==> src/rtl/fetch_ctrl_if.sv <==
// Fetch-stage bundle: PC handshake with pcselect, instruction-memory
// SRAM-like port and the decode-side output queue.
interface fetch_ctrl_if;
  logic [31:0] pc;
  logic [31:0] pc_next;
  logic        redirect;
  logic [31:0] redirect_pc;
  logic        inst_req;
  logic [31:0] inst_addr;
  logic        inst_addr_ok;
  logic        inst_data_ok;
  logic [31:0] inst_rdata;
  logic        f_valid;
  logic [31:0] f_pc;
  logic [31:0] f_instr;
  logic        f_ready;
  logic        busy;

  modport master (
    output pc, inst_req, inst_addr, f_valid, f_pc, f_instr, busy,
    input  pc_next, redirect, redirect_pc, inst_addr_ok, inst_data_ok,
           inst_rdata, f_ready
  );

  modport slave (
    input  pc, inst_req, inst_addr, f_valid, f_pc, f_instr, busy,
    output pc_next, redirect, redirect_pc, inst_addr_ok, inst_data_ok,
           inst_rdata, f_ready
  );
endinterface

==> src/rtl/fetch_ctrl.sv <==
// Fetch sequencer: owns the fetch PC, issues credit-limited instruction
// requests, tracks in-flight PCs, buffers returns and squashes on redirect.
module fetch_ctrl #(
  parameter logic [31:0] RESET_PC     = 32'hBFC0_0000,
  parameter int unsigned MAX_INFLIGHT = 2
) (
  input  logic         clk,
  input  logic         resetn,
  fetch_ctrl_if.master bus
);
  localparam int unsigned PW = (MAX_INFLIGHT > 1) ? $clog2(MAX_INFLIGHT) : 1;
  localparam int unsigned CW = $clog2(MAX_INFLIGHT + 1);

  typedef enum logic [1:0] {RUN, HOLD, HOLD_REDIR} state_e;

  state_e          state_q, state_d;
  logic [31:0]     pc_q, pc_d;
  logic [31:0]     redir_pc_q, redir_pc_d;
  logic [CW-1:0]   inflight_q, inflight_d;
  logic [CW-1:0]   discard_q, discard_d;
  logic [CW-1:0]   fcnt_q, fcnt_d;
  logic [PW-1:0]   pq_wr_q, pq_rd_q, frd_q, fwr_q;
  logic [PW-1:0]   frd_d, fwr_d;
  logic [31:0]     pq_mem_q [MAX_INFLIGHT];
  logic [31:0]     fpc_q    [MAX_INFLIGHT];
  logic [31:0]     finstr_q [MAX_INFLIGHT];

  logic credit_ok, req, acc, dok, drop, fpush, fpop;

  function automatic logic [PW-1:0] ptr_inc(input logic [PW-1:0] p);
    return (32'(p) == MAX_INFLIGHT - 1) ? '0 : p + 1'b1;
  endfunction

  assign credit_ok = ({1'b0, inflight_q} + {1'b0, fcnt_q}) < (CW+1)'(MAX_INFLIGHT);
  assign acc       = req & bus.inst_addr_ok;
  // Stray data_ok with nothing outstanding is ignored entirely.
  assign dok       = bus.inst_data_ok & (inflight_q != '0);
  assign drop      = dok & (discard_q != '0);
  assign fpush     = dok & ~drop & ~bus.redirect;
  assign fpop      = (fcnt_q != '0) & bus.f_ready & ~bus.redirect;

  always_comb begin
    state_d    = state_q;
    pc_d       = pc_q;
    redir_pc_d = redir_pc_q;
    req        = 1'b0;
    unique case (state_q)
      RUN: begin
        req = resetn & credit_ok & ~bus.redirect;
        if (bus.redirect)          pc_d    = bus.redirect_pc;
        else if (req) begin
          if (bus.inst_addr_ok)    pc_d    = bus.pc_next;
          else                     state_d = HOLD;
        end
      end
      HOLD: begin
        req = 1'b1;
        // Accepted together with a redirect: the fetch is stale and is
        // discarded through the redirect discard count below.
        if (bus.inst_addr_ok) begin
          pc_d    = bus.redirect ? bus.redirect_pc : bus.pc_next;
          state_d = RUN;
        end else if (bus.redirect) begin
          redir_pc_d = bus.redirect_pc;
          state_d    = HOLD_REDIR;
        end
      end
      HOLD_REDIR: begin
        req = 1'b1;
        if (bus.redirect) redir_pc_d = bus.redirect_pc;
        if (bus.inst_addr_ok) begin
          pc_d    = bus.redirect ? bus.redirect_pc : redir_pc_q;
          state_d = RUN;
        end
      end
      default: state_d = RUN;
    endcase
  end

  always_comb begin
    inflight_d = inflight_q + CW'(acc) - CW'(dok);
    if (bus.redirect)
      discard_d = inflight_d;
    else
      discard_d = discard_q + CW'(acc && state_q == HOLD_REDIR) - CW'(drop);
    if (bus.redirect) begin
      fcnt_d = '0;
      frd_d  = '0;
      fwr_d  = '0;
    end else begin
      fcnt_d = fcnt_q + CW'(fpush) - CW'(fpop);
      frd_d  = fpop  ? ptr_inc(frd_q) : frd_q;
      fwr_d  = fpush ? ptr_inc(fwr_q) : fwr_q;
    end
  end

  always_ff @(posedge clk or negedge resetn) begin
    if (!resetn) begin
      state_q    <= RUN;
      pc_q       <= RESET_PC;
      redir_pc_q <= '0;
      inflight_q <= '0;
      discard_q  <= '0;
      fcnt_q     <= '0;
      pq_wr_q    <= '0;
      pq_rd_q    <= '0;
      frd_q      <= '0;
      fwr_q      <= '0;
      for (int unsigned i = 0; i < MAX_INFLIGHT; i++) begin
        pq_mem_q[i] <= '0;
        fpc_q[i]    <= '0;
        finstr_q[i] <= '0;
      end
    end else begin
      state_q    <= state_d;
      pc_q       <= pc_d;
      redir_pc_q <= redir_pc_d;
      inflight_q <= inflight_d;
      discard_q  <= discard_d;
      fcnt_q     <= fcnt_d;
      frd_q      <= frd_d;
      fwr_q      <= fwr_d;
      if (acc) begin
        pq_mem_q[pq_wr_q] <= pc_q;
        pq_wr_q           <= ptr_inc(pq_wr_q);
      end
      if (dok) pq_rd_q <= ptr_inc(pq_rd_q);
      if (fpush) begin
        fpc_q[fwr_q]    <= pq_mem_q[pq_rd_q];
        finstr_q[fwr_q] <= bus.inst_rdata;
      end
    end
  end

  assign bus.inst_req  = req;
  assign bus.pc        = pc_q;
  assign bus.inst_addr = pc_q;
  assign bus.f_valid   = (fcnt_q != '0);
  assign bus.f_pc      = fpc_q[frd_q];
  assign bus.f_instr   = finstr_q[frd_q];
  assign bus.busy      = (inflight_q != '0) || (discard_q != '0);

  a_no_stray_data_ok: assert property (@(posedge clk) disable iff (!resetn)
    !(bus.inst_data_ok && inflight_q == '0));
endmodule

==> src/flat_wrapper.sv <==
// flat-port wrapper written by rule: the top's interface ports become plain ports
module fetch_ctrl_flat 
#(
  parameter logic [31:0] RESET_PC     = 32'hBFC0_0000,
  parameter int unsigned MAX_INFLIGHT = 2
)
  (clk, resetn, bus_pc, bus_inst_req, bus_inst_addr, bus_f_valid, bus_f_pc, bus_f_instr, bus_busy, bus_pc_next, bus_redirect, bus_redirect_pc, bus_inst_addr_ok, bus_inst_data_ok, bus_inst_rdata, bus_f_ready);
  fetch_ctrl_if bus_i ();
  input  logic clk;
  input  logic resetn;
  output wire logic [$bits(bus_i.pc)-1:0] bus_pc;
  output wire logic [$bits(bus_i.inst_req)-1:0] bus_inst_req;
  output wire logic [$bits(bus_i.inst_addr)-1:0] bus_inst_addr;
  output wire logic [$bits(bus_i.f_valid)-1:0] bus_f_valid;
  output wire logic [$bits(bus_i.f_pc)-1:0] bus_f_pc;
  output wire logic [$bits(bus_i.f_instr)-1:0] bus_f_instr;
  output wire logic [$bits(bus_i.busy)-1:0] bus_busy;
  input wire logic [$bits(bus_i.pc_next)-1:0] bus_pc_next;
  input wire logic [$bits(bus_i.redirect)-1:0] bus_redirect;
  input wire logic [$bits(bus_i.redirect_pc)-1:0] bus_redirect_pc;
  input wire logic [$bits(bus_i.inst_addr_ok)-1:0] bus_inst_addr_ok;
  input wire logic [$bits(bus_i.inst_data_ok)-1:0] bus_inst_data_ok;
  input wire logic [$bits(bus_i.inst_rdata)-1:0] bus_inst_rdata;
  input wire logic [$bits(bus_i.f_ready)-1:0] bus_f_ready;
  assign bus_pc = bus_i.pc;
  assign bus_inst_req = bus_i.inst_req;
  assign bus_inst_addr = bus_i.inst_addr;
  assign bus_f_valid = bus_i.f_valid;
  assign bus_f_pc = bus_i.f_pc;
  assign bus_f_instr = bus_i.f_instr;
  assign bus_busy = bus_i.busy;
  assign bus_i.pc_next = bus_pc_next;
  assign bus_i.redirect = bus_redirect;
  assign bus_i.redirect_pc = bus_redirect_pc;
  assign bus_i.inst_addr_ok = bus_inst_addr_ok;
  assign bus_i.inst_data_ok = bus_inst_data_ok;
  assign bus_i.inst_rdata = bus_inst_rdata;
  assign bus_i.f_ready = bus_f_ready;
  fetch_ctrl #(.RESET_PC(RESET_PC), .MAX_INFLIGHT(MAX_INFLIGHT)) u_core (.clk(clk), .resetn(resetn), .bus(bus_i));
endmodule
==> config.mk <==
export PLATFORM = sky130hd
export DESIGN_NAME = fetch_ctrl_flat
export DESIGN_NICKNAME = d
export VERILOG_FILES = /design/src/rtl/fetch_ctrl_if.sv /design/src/rtl/fetch_ctrl.sv /design/src/flat_wrapper.sv
export SDC_FILE = /design/constraint.sdc
export NUM_CORES = 1
export LEC_CHECK = 0
export ABC_AREA = 1
export CORE_MARGIN = 4
export CORE_UTILIZATION = 45
export CTS_BUF_LIST = sky130_fd_sc_hd__clkbuf_4 sky130_fd_sc_hd__clkbuf_8 sky130_fd_sc_hd__clkbuf_16
export CTS_CLUSTER_SIZE = 14
export DETAILED_ROUTE_END_ITERATION = 8
export PLACE_DENSITY = 0.78
export SYNTH_ARGS = -nofsm -noshare
export SYNTH_HDL_FRONTEND = slang
export SYNTH_SLANG_ARGS = --single-unit
==> constraint.sdc <==
create_clock -name clk -period 2.1 [get_ports clk]
set_input_delay 0.21 -clock clk [delete_from_list [all_inputs] [get_ports clk]]
set_output_delay 0.21 -clock clk [all_outputs]
set_load 0.005 [all_outputs]
# ---- Yosys cells after proc, flatten, opt, wreduce, memory -nomap -nowiden
# Index checks and enable logic that the tools add are counted.
dict set report totals {
  wordCells 120
  register_bits 268
  output_inout_bits 131
  in_bits 102
}
dict set report classes {
  n_bitwise 15
  n_reduce_logical 16
  n_addsub 11
  muxes 44
  eq_ne 11
  order_cmp 7
}
# operator n
set op_table {}
lappend op_table {{$mux 32} 19}
lappend op_table {{$bwmux 64} 3}
lappend op_table {{$pmux 32 s3} 1}
lappend op_table {{$demux 32 s1} 2}
lappend op_table {{$pmux 32 s2} 1}
lappend op_table {{$mux 2} 8}
lappend op_table {{$reduce_bool 2->1} 6}
lappend op_table {{$ne 2x2->1 const B} 5}
lappend op_table {{$reduce_and 5->1} 2}
lappend op_table {{$and 1x1->1} 9}
lappend op_table {{$ge 2x2->1 const B} 4}
lappend op_table {{$mux 1} 8}
lappend op_table {{$not 1->2} 4}
lappend op_table {{$add 2x1->2} 3}
lappend op_table {{$ne 3x3->1 const B} 2}
lappend op_table {{$pmux 2 s3} 1}
lappend op_table {{$sub 2x1->2} 3}
lappend op_table {{$add 1x1->1 const B} 4}
lappend op_table {{$lt 2x1->1 const B} 2}
lappend op_table {{$add 2x2->3} 1}
lappend op_table {{$logic_and 1x1->1} 3}
lappend op_table {{$lt 3x2->1 const B} 1}
lappend op_table {{$ne 3x2->1 const B} 1}
lappend op_table {{$reduce_bool 3->1} 1}
lappend op_table {{9 further kinds} 10}

# ---- Longest topological paths before layout
# Gate-level depths: netlist of run 1.
dict set report logic_depth {
  depth_word 10
  mapped_depth 14
  mapped_depth_nobuf 13
}

# ---- Worst setup path before layout of run 1
# No wires, ideal clock.
dict set report synth_timing {
  kind {reg2reg}
  from {register u_core.fcnt_q[0]}
  to {register u_core.discard_q[1]}
  synth_period_minus_slack_ps 2233
  stages_incl_launch_ff 15
  n_path_buf 1
  slack_ps -133
  arrival_ps 2151
  required_ps 2017
  setup_ps 83
  cell_sequence {dfrtp_1 nand2_1 inv_1 fa_1 nor2_1 nand3_1 a21oi_2 buf_6 nand2_1 inv_1 ha_1 xnor2_1 xor2_1 nand2_1 o21ai_0}
}
dict set report synth_via {
  word_cells_on_any_way 12
  classes_between {add/sub (5); order compare (1); mux (2); bitwise (3); reduce/logical (1)}
}
# item line_no
set synth_lines {}
lappend synth_lines {{start: declaration} fetch_ctrl.sv:21} ;# logic [CW-1:0] fcnt_q, fcnt_d;
lappend synth_lines {{start signal: assignment} fetch_ctrl.sv:120} ;# fcnt_q <= fcnt_d;
lappend synth_lines {{$add 2x2->3} fetch_ctrl.sv:34} ;# assign credit_ok = ({1'b0, inflight_q} + {1'b0, fcnt_q}) < (CW+1)'(MAX_INFLIGHT);
lappend synth_lines {{$lt 3x2->1} fetch_ctrl.sv:34}
lappend synth_lines {{$and 1x1->1 (2 in a row)} fetch_ctrl.sv:49} ;# req = resetn & credit_ok & ~bus.redirect;
lappend synth_lines {{$pmux 1 s2} fetch_ctrl.sv:47} ;# unique case (state_q)
lappend synth_lines {{$and 1x1->1} fetch_ctrl.sv:35} ;# assign acc = req & bus.inst_addr_ok;
lappend synth_lines {{$add 2x1->2} fetch_ctrl.sv:81} ;# inflight_d = inflight_q + CW'(acc) - CW'(dok);
lappend synth_lines {{$sub 2x1->2} fetch_ctrl.sv:81}
lappend synth_lines {{named net u_core.inflight_d[1]} fetch_ctrl.sv:19} ;# logic [CW-1:0] inflight_q, inflight_d;
lappend synth_lines {{$mux 2} fetch_ctrl.sv:82} ;# if (bus.redirect)
lappend synth_lines {{named net u_core.discard_d[1]} fetch_ctrl.sv:20} ;# logic [CW-1:0] discard_q, discard_d;
lappend synth_lines {{end signal: assignment} fetch_ctrl.sv:119} ;# discard_q <= discard_d;
lappend synth_lines {{end: declaration} fetch_ctrl.sv:20}
# The timed path passes the listed nets, and every way through them passes these cells.
# A chain may end at the register's enable or synchronous reset.

# ---- Worst setup path after layout of run 1
# Same ends and word-level chain as after synthesis.

==> key figures, run 1 <==
Place
  – PortBufs: between 200 and 250
  – Placed wire-length estimate after detailed placement: 20,500 um
  – Gpl congestion: 0.792
  – Placement-stage cell area: between 0.015 and 0.02 mm^2

Synthesis
  – Number of flops mapped to enable cells by yosys: 0
  – Flops & latches, synth: 268
  – Post-synth cell types: 27
  – Share of async-settable or async-resettable flops after synthesis: 100%
  – Post-synthesis sequential area ratio: 53.0%
  – Yosys warning count: 0
  – Avg Inst Size Synth: 7.96 um^2
  – Cells after synthesis: 1,593
  – Primary FF master, synth: sky130_fd_sc_hd__dfrtp_1
  – Netlist Area Pre-Place: 0.0127 mm^2
  – Syn Nets: approximately 1,700

Worst setup path
  – Worst Reg2Reg Path Length in Cells: 14
  – Element type at the critical path end: flop
  – Startpoint-to-endpoint class of the critical path: reg2reg
  – Source of the critical timing path: u_core.fcnt_q[0]$_DFF_PN0_
  – Endpoint required time on the critical path: 2.55 ns
  – Largest driver fanout on the critical path: 2
  – Worst flop-to-flop path startpoint: u_core.fcnt_q[0]$_DFF_PN0_
  – Kind of start point of the critical path: flop
  – Critical path data arrival time: 2.79 ns

Detailed routing
  – Total Routed Length: about 35,000 um
  – ANT nets after route: 0
  – First-iteration detailed-routing DRC count: between 1,000 and 1,500
  – Detailed-route via count: approximately 11,000
  – Routed WL per cell: between 15 and 20 um
  – Via/cell ratio: 5.19
  – Number of iterations in the first detailed-routing pass: 5
  – Total DRC errors in the routed layout: 0

Timing
  – Slack of the critical path: -0.244 ns
  – Max-slew violation total from the final report: 0
  – Min cycle time layout: 2.34 ns
  – Setup TNS Final: -11.10 ns
  – Unrepaired setup endpoints after global routing: true
  – Final setup viols: 68
  – Count of final hold-check violations: 0
  – Worst Tran Pin Value: 1.09 ns
  – Layout Skew: between 0.01 and 0.015 ns
  – Highest clock rate: between 0.4 and 0.5 GHz
  – Final worst path period share: 112%
  – Worst max-slew margin expressed relative to the limit: 27.6%

Global routing
  – Total global-route track usage: 21.9%
  – Antenna violations before repair: 0
  – Remaining Overflow, GRT: 0
  – First-pass GRT wire length: 56,400 um
  – Number of global-route vias before repair: 11,000
  – Maximum number of pins on one net before global-route repair: 197

Cells and area
  – Final nets: about 1,900
  – Share of final-layout standard cells stronger than drive strength 1: roughly 10%
  – Synth-to-Final Area Change: 33.4%
  – Most common library cell in the layout ignoring fill and taps: sky130_fd_sc_hd__nand2_1
  – Diodes inserted: 0
  – Most frequent cells in the layout: 649 x sky130_fd_sc_hd__nand2_1, 258 x sky130_fd_sc_hd__dfrtp_1, 164 x sky130_fd_sc_hd__clkdlybuf4s50_1
  – Post-route cell area: 0.0169 mm^2

Floorplan
  – I/O pin count: 233
  – Area of the die: 0.0309 mm^2
  – Initial core utilization: 45.6%
  – Overall die height: 176 um
  – Horiz. Die Dim: 176 um
  – Rows: 61
  – Core Region: roughly 0.028 mm^2

Power and ir drop
  – Power density normalized to cell area: 1560 mW/mm^2
  – Leak Pwr: between 8 and 9 nW
  – Peak VDD IR: 820 uV

Clock tree
  – Total clock buffers created by CTS: 29
  – Number of levels in the clock H-tree: 1
  – Number of sinks driven by the clock tree: 268
  – CTS clock-pin slew for the worst setup and hold paths: 0.06 ns
  – TritonCTS clock tree: yes
  – Max Root-Sink Buffers: 3
  – Clock latency at the later pin of the worst-skew pair: 0.52 ns
  – Clock tree root driver cell: sky130_fd_sc_hd__clkbuf_16

Outcome
  – Violations in the final reports: setup timing
  – Result of the run: complete, but fails checks

Worst hold path
  – Beginning of the worst hold path: bus_inst_addr_ok
  – Hold Path Depth: 3
  – Type of the worst min-delay path: in2reg

Run
  – Max_cap viols: 0
layer usage:
layer / vias to the layer above / track usage, % / part of all wire, %
met3: 50 / 3.34 / 8.1
met1: 5342 / 32.0 / 44
li1: 5487 / - / -
met4: 0 / 4.87 / 1.9
met2: 512 / 34.7 / 46
met5: - / 0 / 0
final cells by class:
cell class              instances  area (um^2)
clock buffers                  42          886
clock inverters                10          150
fillers                      2346        10900
inverters                      89          342
multi-input cells            1095         4910
flip-flops and latches        268         6720
well taps                     378          473
repair buffers                313         3430
flip-flops by register name, indices dropped and copies added (netlist names), 32 cells and up:
register,count
u_core.pq_mem_q,64
u_core.fpc_q,64
u_core.redir_pc_q,32
u_core.bus.inst_addr,32
u_core.finstr_q,64
Yosys cell counts, types with 2 or more instances:
| library cell | number | area, um^2 |
|---|---|---|
| sky130_fd_sc_hd__dfstp_2 | 9 | 236 |
| sky130_fd_sc_hd__buf_1 | 9 | 33.8 |
| sky130_fd_sc_hd__buf_6 | 11 | 124 |
| sky130_fd_sc_hd__o21ai_0 | 142 | 711 |
| sky130_fd_sc_hd__nor2_1 | 42 | 158 |
| sky130_fd_sc_hd__buf_2 | 38 | 190 |
| sky130_fd_sc_hd__nand2_2 | 2 | 12.5 |
| sky130_fd_sc_hd__inv_1 | 86 | 323 |
| sky130_fd_sc_hd__o21ai_1 | 119 | 596 |
| sky130_fd_sc_hd__clkbuf_1 | 47 | 176 |
| sky130_fd_sc_hd__xor2_1 | 4 | 35.0 |
| sky130_fd_sc_hd__inv_2 | 3 | 11.3 |
| sky130_fd_sc_hd__ha_1 | 11 | 138 |
| sky130_fd_sc_hd__xnor2_1 | 3 | 26.3 |
| sky130_fd_sc_hd__nand3_1 | 38 | 190 |
| sky130_fd_sc_hd__a21oi_1 | 2 | 10.0 |
| sky130_fd_sc_hd__nand4_1 | 66 | 413 |
| sky130_fd_sc_hd__buf_4 | 36 | 270 |
| sky130_fd_sc_hd__nand2_1 | 659 | 2470 |
| sky130_fd_sc_hd__dfrtp_1 | 259 | 6480 |
power by group:
group	switching, mW	internal [mW]	total, mW
Sequential	1.62	7.52	9.15
Clock	2.02	3.39	5.42
Combinational	6.08	5.78	11.9
Total	9.73	16.7	26.4
logic make-up after synthesis:
| family | share of synthesized area, % |
|---|---|
| buf+inv | 8.90 |
| fa+ha+maj | 1.24 |
| flops | 53.0 |
| xor+xnor | 0.484 |
| simple gates | 25.8 |
| compound gates | 10.5 |
worst paths after layout:
path | end | slack [ns]
max | u_core.discard_q[1]$_DFF_PN0_ | -0.24
min | u_core.pq_wr_q$_DFFE_PN0N_ | 0.16
max reg2reg | u_core.discard_q[1]$_DFF_PN0_ | -0.24
min reg2reg | u_core.pq_mem_q[48]$_DFFE_PN0P_ | 0.47
max in group asynchronous | u_core.frd_q$_DFFE_PN0P_ | 0.44
min in group asynchronous | u_core.fpc_q[56]$_DFFE_PN0P_ | 0.25
critical path, cell delays in order, from the launching register on:
cell                      delay (ns)
sky130_fd_sc_hd__dfrtp_1        0.38
sky130_fd_sc_hd__nand2_1        0.08
sky130_fd_sc_hd__inv_2          0.04
sky130_fd_sc_hd__fa_1           0.45
sky130_fd_sc_hd__nor2_2         0.13
sky130_fd_sc_hd__nand3_2        0.11
sky130_fd_sc_hd__a21oi_4        0.23
sky130_fd_sc_hd__buf_6          0.13
sky130_fd_sc_hd__nand2_4        0.04
sky130_fd_sc_hd__inv_2          0.06
sky130_fd_sc_hd__ha_4           0.13
sky130_fd_sc_hd__xnor2_2        0.11
sky130_fd_sc_hd__xor2_1         0.21
sky130_fd_sc_hd__nand2_1        0.09
sky130_fd_sc_hd__o21ai_1        0.07
timing repair:
action / in CTS / in global routing
buffers inserted: 27 / 3
hold buffers: 1 / 0
pin swaps: 6 / 15
endpoints found under the setup margin: 132 / 115
hold endpoints to repair: 14 / 0
cloned: 11 / 5
resized for setup: 102 / 57
per-stage QoR:
step	setup WS [ns]	std cells	util [%]	hold WS, ns	total power, mW
2_1_floorplan	-0.0623	1593	-	-0.0856	14.9
3_3_place_gp	-0.203	2098	54.5	0.191	18.8
3_5_place_dp	-0.244	2098	54.5	0.194	19.1
4_1_cts	-0.266	2188	60.3	0.133	25.7
5_1_grt	-0.390	2195	60.9	0.131	28.2
6_report	-0.244	2195	60.9	0.157	26.4
(Power assumes the default switching activity.)
==> run 2, diff against run 1 <==
--- a/config.mk
+++ b/config.mk
@@ -12,6 +12,7 @@
 export CTS_CLUSTER_SIZE = 14
 export DETAILED_ROUTE_END_ITERATION = 8
 export PLACE_DENSITY = 0.78
+export SLEW_MARGIN = 20
 export SYNTH_ARGS = -nofsm -noshare
 export SYNTH_HDL_FRONTEND = slang
 export SYNTH_SLANG_ARGS = --single-unit
==> key figures, run 2 (synthesis gave the netlist of run 1 again) <==
Outcome
  – Result of the run: complete, but fails checks (unchanged)
  – Violations in the final reports: setup timing (unchanged)

Place
  – Placed wire-length estimate after detailed placement: 20,500 um (unchanged)
  – Worst setup slack after placement: -0.244 ns (unchanged)
  – Placement-stage cell area: 0.0151 mm^2 (unchanged)
  – PortBufs: 232 (unchanged)
  – Placed Cells: 2,098 (unchanged)
  – Gpl congestion: 0.792 (unchanged)

Detailed routing
  – Total DRC errors in the routed layout: 0 (unchanged)
  – ANT nets after route: 0 (unchanged)
  – Routed WL per cell: 16.0 um (about the same)
  – First-iteration detailed-routing DRC count: 1,091 (was 1,167)
  – Detailed-route via count: 11,400 (about the same)
  – Total Routed Length: 35,200 um (about the same)
  – Number of iterations in the first detailed-routing pass: 6 (was 5)
  – Via/cell ratio: 5.18 (was 5.19)

Worst hold path
  – Worst hold path endpoint: u_core.pq_wr_q$_DFFE_PN0N_ (unchanged)
  – Beginning of the worst hold path: bus_inst_addr_ok (unchanged)
  – Hold Path Depth: 3 (unchanged)
  – Type of the worst min-delay path: in2reg (unchanged)

Clock tree
  – Clock latency at the later pin of the worst-skew pair: 0.52 ns (about the same)
  – CTS clock-pin slew for the worst setup and hold paths: 0.06 ns (about the same)
  – TritonCTS clock tree: yes (unchanged)
  – Number of levels in the clock H-tree: 1 (unchanged)
  – Total clock buffers created by CTS: 29 (unchanged)
  – Clock tree root driver cell: sky130_fd_sc_hd__clkbuf_16 (unchanged)
  – Number of sinks driven by the clock tree: 268 (unchanged)
  – Max Root-Sink Buffers: 3 (unchanged)

Cells and area
  – Leading registers by flop count: u_core.finstr_q (64), u_core.fpc_q (64), u_core.pq_mem_q (64) (unchanged)
  – Synth-to-Final Area Change: 33.6% (was 33.4%)
  – Diodes inserted: 0 (unchanged)
  – Most frequent cells in the layout: 649 x sky130_fd_sc_hd__nand2_1, 258 x sky130_fd_sc_hd__dfrtp_1, 164 x sky130_fd_sc_hd__clkdlybuf4s50_1 (unchanged)
  – Utilization after layout: 61.0% (was 60.9%)
  – Number of fill cells in the layout: 2,343 (was 2,346)
  – Post-route cell area: 0.0169 mm^2 (about the same)
  – Area taken by multi-input logic gates: 0.00491 mm^2 (unchanged)
  – Post-route insts no fill: 2,196 (was 2,195)
  – Most common library cell in the layout ignoring fill and taps: sky130_fd_sc_hd__nand2_1 (unchanged)
  – Sequential cell area in the final layout: 0.00672 mm^2 (unchanged)
  – Share of final-layout standard cells stronger than drive strength 1: 10.3% (was 10.2%)
  – Final nets: 1,911 (was 1,910)

Worst setup path
  – Largest stage delay, worst path: 0.45 ns (about the same)
  – Minimum setup slack among reg-to-reg paths: -0.25 ns (was -0.24 ns)
  – Endpoint required time on the critical path: 2.56 ns (was 2.55 ns)
  – Largest delay contributor family on the critical path: buffers and inverters (was adder cells)
  – Kind of start point of the critical path: flop (unchanged)
  – Startpoint-to-endpoint class of the critical path: reg2reg (unchanged)
  – Crit path cell chain: nand2_1 > inv_2 > fa_1 > nor2_2 > nand3_2 > a21oi_4 > buf_6 > buf_4 > buf_12 > buf_12 > buf_16 > nand4_1 > nand2_1 (was nand2_1 > inv_2 > fa_1 > nor2_2 > nand3_2 > a21oi_4 > buf_6 > nand2_4 > inv_2 > ha_4 > xnor2_2 > xor2_1 > nand2_1 > o21ai_1)
  – Cell with the biggest individual delay on the critical path: sky130_fd_sc_hd__fa_1 (unchanged)
  – Worst Reg2Reg Path Length in Cells: 13 (was 14)
  – Buffers plus inverters on the worst setup path: 6 (was 3)
  – Worst flop-to-flop path startpoint: u_core.fcnt_q[0]$_DFF_PN0_ (unchanged)
  – Critical path data arrival time: 2.81 ns (was 2.79 ns)
  – Element type at the critical path end: flop (unchanged)
  – Terminus of the critical flop-to-flop path: u_core.pq_mem_q[35]$_DFFE_PN0P_ (was u_core.discard_q[1]$_DFF_PN0_)
  – Largest driver fanout on the critical path: 9 (was 2)

Global routing
  – First-pass GRT wire length: 56,400 um (unchanged)
  – Antenna violations before repair: 0 (unchanged)
  – Remaining Overflow, GRT: 0 (unchanged)
  – Total global-route track usage: 21.9% (unchanged)
  – Maximum number of pins on one net before global-route repair: 197 (unchanged)
  – Number of global-route vias before repair: 11,000 (unchanged)

Timing
  – Highest clock rate: 0.426 GHz (was 0.427 GHz)
  – Worst Tran Pin Value: 0.726 ns (was 1.09 ns)
  – Max-slew violation total from the final report: 0 (unchanged)
  – Slack of the critical path: -0.250 ns (was -0.244 ns)
  – Final worst path period share: 112% (about the same)
  – Count of final hold-check violations: 0 (unchanged)
  – Setup TNS Final: -11.43 ns (was -11.10 ns)
  – Min cycle time layout: 2.35 ns (was 2.34 ns)
  – Final worst hold slack: 0.157 ns (about the same)
  – Final setup viols: 68 (unchanged)
  – Layout Skew: 0.00908 ns (was 0.0112 ns)
  – Worst max-slew margin expressed relative to the limit: 51.6% (was 27.6%)
  – Unrepaired setup endpoints after global routing: true (unchanged)

Power and ir drop
  – Peak VDD IR: 821 uV (was 820 uV)
  – Power density normalized to cell area: 1560 mW/mm^2 (about the same)
  – Leak Pwr: 8.59 nW (was 8.57 nW)
  – Total design power: 26.4 mW (about the same)

Floorplan
  – I/O pin count: 233 (unchanged)
  – Initial core utilization: 45.6% (unchanged)
  – Overall die height: 176 um (unchanged)
  – Rows: 61 (unchanged)
  – Area of the die: 0.0309 mm^2 (unchanged)
  – Core Region: 0.0278 mm^2 (unchanged)
  – Horiz. Die Dim: 176 um (unchanged)

Run
  – Max_cap viols: 0 (unchanged)
## run 2: what timing repair did
action,CTS,global route
hold buffers,1,0
pin swaps,6,15
endpoints found under the hold margin,14,0
setup buffers,27,3
gates cloned,11,5
setup endpoints to repair,132,115
gates resized for setup,102,57
## run 2: worst reg2reg max path, stage by stage, from the launching register on
cell                      delay [ns]
sky130_fd_sc_hd__dfrtp_1        0.38
sky130_fd_sc_hd__nand2_1        0.08
sky130_fd_sc_hd__inv_2          0.04
sky130_fd_sc_hd__fa_1           0.45
sky130_fd_sc_hd__nor2_2         0.13
sky130_fd_sc_hd__nand3_2        0.12
sky130_fd_sc_hd__a21oi_4        0.23
sky130_fd_sc_hd__buf_6          0.13
sky130_fd_sc_hd__buf_4          0.14
sky130_fd_sc_hd__buf_12         0.15
sky130_fd_sc_hd__buf_12         0.11
sky130_fd_sc_hd__buf_16         0.12
sky130_fd_sc_hd__nand4_1        0.08
sky130_fd_sc_hd__nand2_1        0.12
## run 2: routing by layer
metal	vias up	global-route usage, %	routed length, um
met5	-	0	0
met4	0	4.87	701
met3	53	3.34	2850
met2	515	34.7	16100
met1	5318	32.0	15600
li1	5482	-	-
## run 2: worst max path at each step
stage	from	to	slack (ns)	cells after the start
6_report	u_core.fcnt_q[0]$_DFF_PN0_	u_core.pq_mem_q[35]$_DFFE_PN0P_	-0.25	13
5_1_grt	u_core.fcnt_q[0]$_DFF_PN0_	u_core.discard_q[1]$_DFF_PN0_	-0.39	14
4_1_cts	u_core.fcnt_q[0]$_DFF_PN0_	u_core.discard_q[1]$_DFF_PN0_	-0.27	14
3_5_place_dp	u_core.fcnt_q[0]$_DFF_PN0_	u_core.discard_q[1]$_DFF_PN0_	-0.24	13
3_3_place_gp	u_core.fcnt_q[0]$_DFF_PN0_	u_core.discard_q[1]$_DFF_PN0_	-0.20	13
2_1_floorplan	u_core.fcnt_q[0]$_DFF_PN0_	u_core.discard_q[1]$_DFF_PN0_	-0.06	14
## run 2: final cells by class
| cell class | instances | area share (%) |
|---|---|---|
| Sequential cell | 268 | 39.7 |
| Multi-Input combinational cell | 1095 | 29.0 |
| Timing Repair Buffer | 314 | 20.4 |
| Clock buffer | 42 | 5.23 |
| Tap cell | 378 | 2.79 |
| Inverter | 89 | 2.02 |
| Clock inverter | 10 | 0.886 |
## run 2: power by group
| group | leakage (nW) | internal [mW] | switching [mW] |
|---|---|---|---|
| sequential | 3.45 | 7.52 | 1.62 |
| combinational | 4.62 | 5.79 | 6.08 |
| clock | 0.523 | 3.39 | 2.02 |
| total | 8.59 | 16.7 | 9.72 |
==> run 3, diff against run 2 <==
--- a/config.mk
+++ b/config.mk
@@ -7,11 +7,12 @@
 export LEC_CHECK = 0
 export ABC_AREA = 1
 export CORE_MARGIN = 4
-export CORE_UTILIZATION = 45
+export CORE_UTILIZATION = 30
 export CTS_BUF_LIST = sky130_fd_sc_hd__clkbuf_4 sky130_fd_sc_hd__clkbuf_8 sky130_fd_sc_hd__clkbuf_16
 export CTS_CLUSTER_SIZE = 14
 export DETAILED_ROUTE_END_ITERATION = 8
-export PLACE_DENSITY = 0.78
+export GPL_TIMING_DRIVEN = 0
+export PLACE_DENSITY = 0.58
 export SLEW_MARGIN = 20
 export SYNTH_ARGS = -nofsm -noshare
 export SYNTH_HDL_FRONTEND = slang
==> key figures, run 3 (synthesis gave the netlist of run 1 again) <==
Cells and area
  – Synth-to-Final Area Change: 40.5% (was 33.6%)
  – Most common library cell in the layout ignoring fill and taps: sky130_fd_sc_hd__nand2_1 (unchanged)
  – Post-route cell area: 0.0178 mm^2 (was 0.0169 mm^2)
  – Diodes inserted: 0 (unchanged)
  – Final nets: 2,020 (was 1,911)
  – Leading registers by flop count: u_core.finstr_q (64), u_core.fpc_q (64), u_core.pq_mem_q (64) (unchanged)
  – Post-route insts no fill: 2,465 (was 2,196)
  – Utilization after layout: 42.5% (was 61.0%)
  – Share of final-layout standard cells stronger than drive strength 1: 15.5% (was 10.3%)
  – Most frequent cells in the layout: 621 x sky130_fd_sc_hd__nand2_1, 259 x sky130_fd_sc_hd__dfrtp_1, 165 x sky130_fd_sc_hd__clkdlybuf4s50_1 (was 649 x sky130_fd_sc_hd__nand2_1, 258 x sky130_fd_sc_hd__dfrtp_1, 164 x sky130_fd_sc_hd__clkdlybuf4s50_1)

Clock tree
  – Clock latency at the later pin of the worst-skew pair: 0.57 ns (was 0.52 ns)
  – TritonCTS clock tree: yes (unchanged)
  – Number of hold buffers added after cts: 5 (was 1)
  – Total clock buffers created by CTS: 30 (was 29)
  – Number of levels in the clock H-tree: 1 (unchanged)
  – Max Root-Sink Buffers: 3 (unchanged)
  – CTS clock-pin slew for the worst setup and hold paths: 0.06 ns (about the same)
  – Number of sinks driven by the clock tree: 268 (unchanged)
  – Clock tree root driver cell: sky130_fd_sc_hd__clkbuf_16 (unchanged)

Timing
  – Unrepaired setup endpoints after global routing: true (unchanged)
  – Slack of the critical path: -0.361 ns (was -0.250 ns)
  – Min cycle time layout: 2.46 ns (was 2.35 ns)
  – Highest clock rate: 0.406 GHz (was 0.426 GHz)
  – Worst Tran Pin Value: 0.718 ns (was 0.726 ns)
  – Final worst path period share: 117% (was 112%)
  – Max-slew violation total from the final report: 0 (unchanged)
  – Count of final hold-check violations: 148 (was 0)
  – Final setup viols: 98 (was 68)
  – Worst max-slew margin expressed relative to the limit: 52.1% (was 51.6%)
  – Final worst hold slack: -0.170 ns (was 0.157 ns)
  – Layout Skew: 0.0338 ns (was 0.00908 ns)
  – Setup TNS Final: -13.28 ns (was -11.43 ns)

Floorplan
  – Overall die height: 214 um (was 176 um)
  – I/O pin count: 233 (unchanged)
  – Core Region: 0.0419 mm^2 (was 0.0278 mm^2)
  – Rows: 75 (was 61)
  – Initial core utilization: 30.3% (was 45.6%)
  – Horiz. Die Dim: 214 um (was 176 um)
  – Area of the die: 0.0456 mm^2 (was 0.0309 mm^2)

Detailed routing
  – Detailed-route via count: 11,400 (about the same)
  – First-iteration detailed-routing DRC count: 786 (was 1,091)
  – Routed WL per cell: 16.3 um (was 16.0 um)
  – Total Routed Length: 40,100 um (was 35,200 um)
  – ANT nets after route: 0 (unchanged)
  – Number of iterations in the first detailed-routing pass: 5 (was 6)
  – Via/cell ratio: 4.64 (was 5.18)
  – Total DRC errors in the routed layout: 0 (unchanged)

Worst setup path
  – Endpoint required time on the critical path: 2.57 ns (was 2.56 ns)
  – Critical path data arrival time: 2.94 ns (was 2.81 ns)
  – Kind of start point of the critical path: flop (unchanged)
  – Minimum setup slack among reg-to-reg paths: -0.36 ns (was -0.25 ns)
  – Startpoint-to-endpoint class of the critical path: reg2reg (unchanged)
  – Largest driver fanout on the critical path: 3 (was 9)
  – Element type at the critical path end: flop (unchanged)

Place
  – PortBufs: 231 (was 232)
  – Gpl congestion: 0.819 (was 0.792)
  – Placement-stage cell area: 0.0158 mm^2 (was 0.0151 mm^2)
  – Placed Cells: 2,366 (was 2,098)
  – Placed wire-length estimate after detailed placement: 28,200 um (was 20,500 um)

Power and ir drop
  – Power density normalized to cell area: 1530 mW/mm^2 (was 1560 mW/mm^2)
  – Peak VDD IR: 854 uV (was 821 uV)
  – Leak Pwr: 8.83 nW (was 8.59 nW)

Global routing
  – Met2 track utilization from global routing: 27.8% (was 34.7%)
  – Global route hottest layer: met2 (unchanged)
  – Global Route met3 Usage: 2.52% (was 3.34%)
  – Total global-route track usage: 17.0% (was 21.9%)
  – Antenna violations before repair: 0 (unchanged)
  – Maximum number of pins on one net before global-route repair: 82 (was 197)
  – Remaining Overflow, GRT: 0 (unchanged)
  – Number of global-route vias before repair: 11,500 (was 11,000)
  – First-pass GRT wire length: 62,800 um (was 56,400 um)
  – Met1 Track Usage GR: 24.0% (was 32.0%)

Outcome
  – Result of the run: complete, but fails checks (unchanged)
  – Violations in the final reports: hold timing, setup timing (was setup timing)

Worst hold path
  – Type of the worst min-delay path: in2async (was in2reg)

Run
  – Max_cap viols: 0 (unchanged)
-- run 3: area by class of cell --
type	count	area, um^2
fillers	4255	24000
flip-flops and latches	268	6720
multi-input cells	1095	5030
repair buffers	284	3030
plain buffers	138	1020
clock buffers	44	881
well taps	539	674
inverters	89	337
clock inverters	8	104
-- run 3: worst paths after layout --
kind | endpoint | from | cells after the start
worst min register to register | u_core.pq_mem_q[55]$_DFFE_PN0P_ | u_core.pq_mem_q[55]$_DFFE_PN0P_ | 2
max in group asynchronous | u_core.finstr_q[35]$_DFFE_PN0P_ | resetn | 6
worst min-delay path | u_core.finstr_q[58]$_DFFE_PN0P_ | resetn | 4
worst max-delay path | u_core.discard_q[1]$_DFF_PN0_ | u_core.inflight_q[0]$_DFF_PN0_ | 15
worst max register to register | u_core.discard_q[1]$_DFF_PN0_ | u_core.inflight_q[0]$_DFF_PN0_ | 15
min in group clk | u_core.state_q[1]$_DFFE_PN0P_ | bus_inst_addr_ok | 4
-- run 3: critical path, stage by stage, from the launching register on --
cell                      delay, ns
sky130_fd_sc_hd__dfrtp_1       0.39
sky130_fd_sc_hd__nand2_1       0.07
sky130_fd_sc_hd__inv_1         0.04
sky130_fd_sc_hd__fa_1          0.48
sky130_fd_sc_hd__nor2_4        0.15
sky130_fd_sc_hd__nand3_2       0.12
sky130_fd_sc_hd__a21oi_4       0.18
sky130_fd_sc_hd__buf_6         0.12
sky130_fd_sc_hd__buf_8         0.10
sky130_fd_sc_hd__nand2_8       0.06
sky130_fd_sc_hd__inv_4         0.07
sky130_fd_sc_hd__ha_4          0.12
sky130_fd_sc_hd__xnor2_2       0.11
sky130_fd_sc_hd__xor2_1        0.21
sky130_fd_sc_hd__nand2_1       0.07
sky130_fd_sc_hd__o21ai_1       0.07
-- run 3: per-layer routing --
metal	up-vias	part of all wire, %
met2	305	48
met4	0	2.1
met3	54	5.1
li1	5697	-
met1	5392	45
met5	-	0
-- run 3: power by group --
part | internal, mW | switching [mW]
Clock | 3.13 | 2.12
Combinational | 6.34 | 6.40
Sequential | 7.52 | 1.67
Total | 17.0 | 10.2
-- run 3: what timing repair did --
item,in CTS,in global routing
pin swaps,5,22
setup buffers,20,13
cloned,7,7
gates resized for setup,238,84
hold endpoints to repair,174,148
endpoints found under the setup margin,190,185
-- run 3: through the flow --
stage | setup slack, ns | power [mW]
final | -0.361 | 27.2
after global routing | -0.463 | 29.2
after detailed placement | -0.883 | 20.1
after floorplan | -0.0623 | 14.9
after CTS | -0.399 | 26.0
after global placement | -11.01 | 19.9
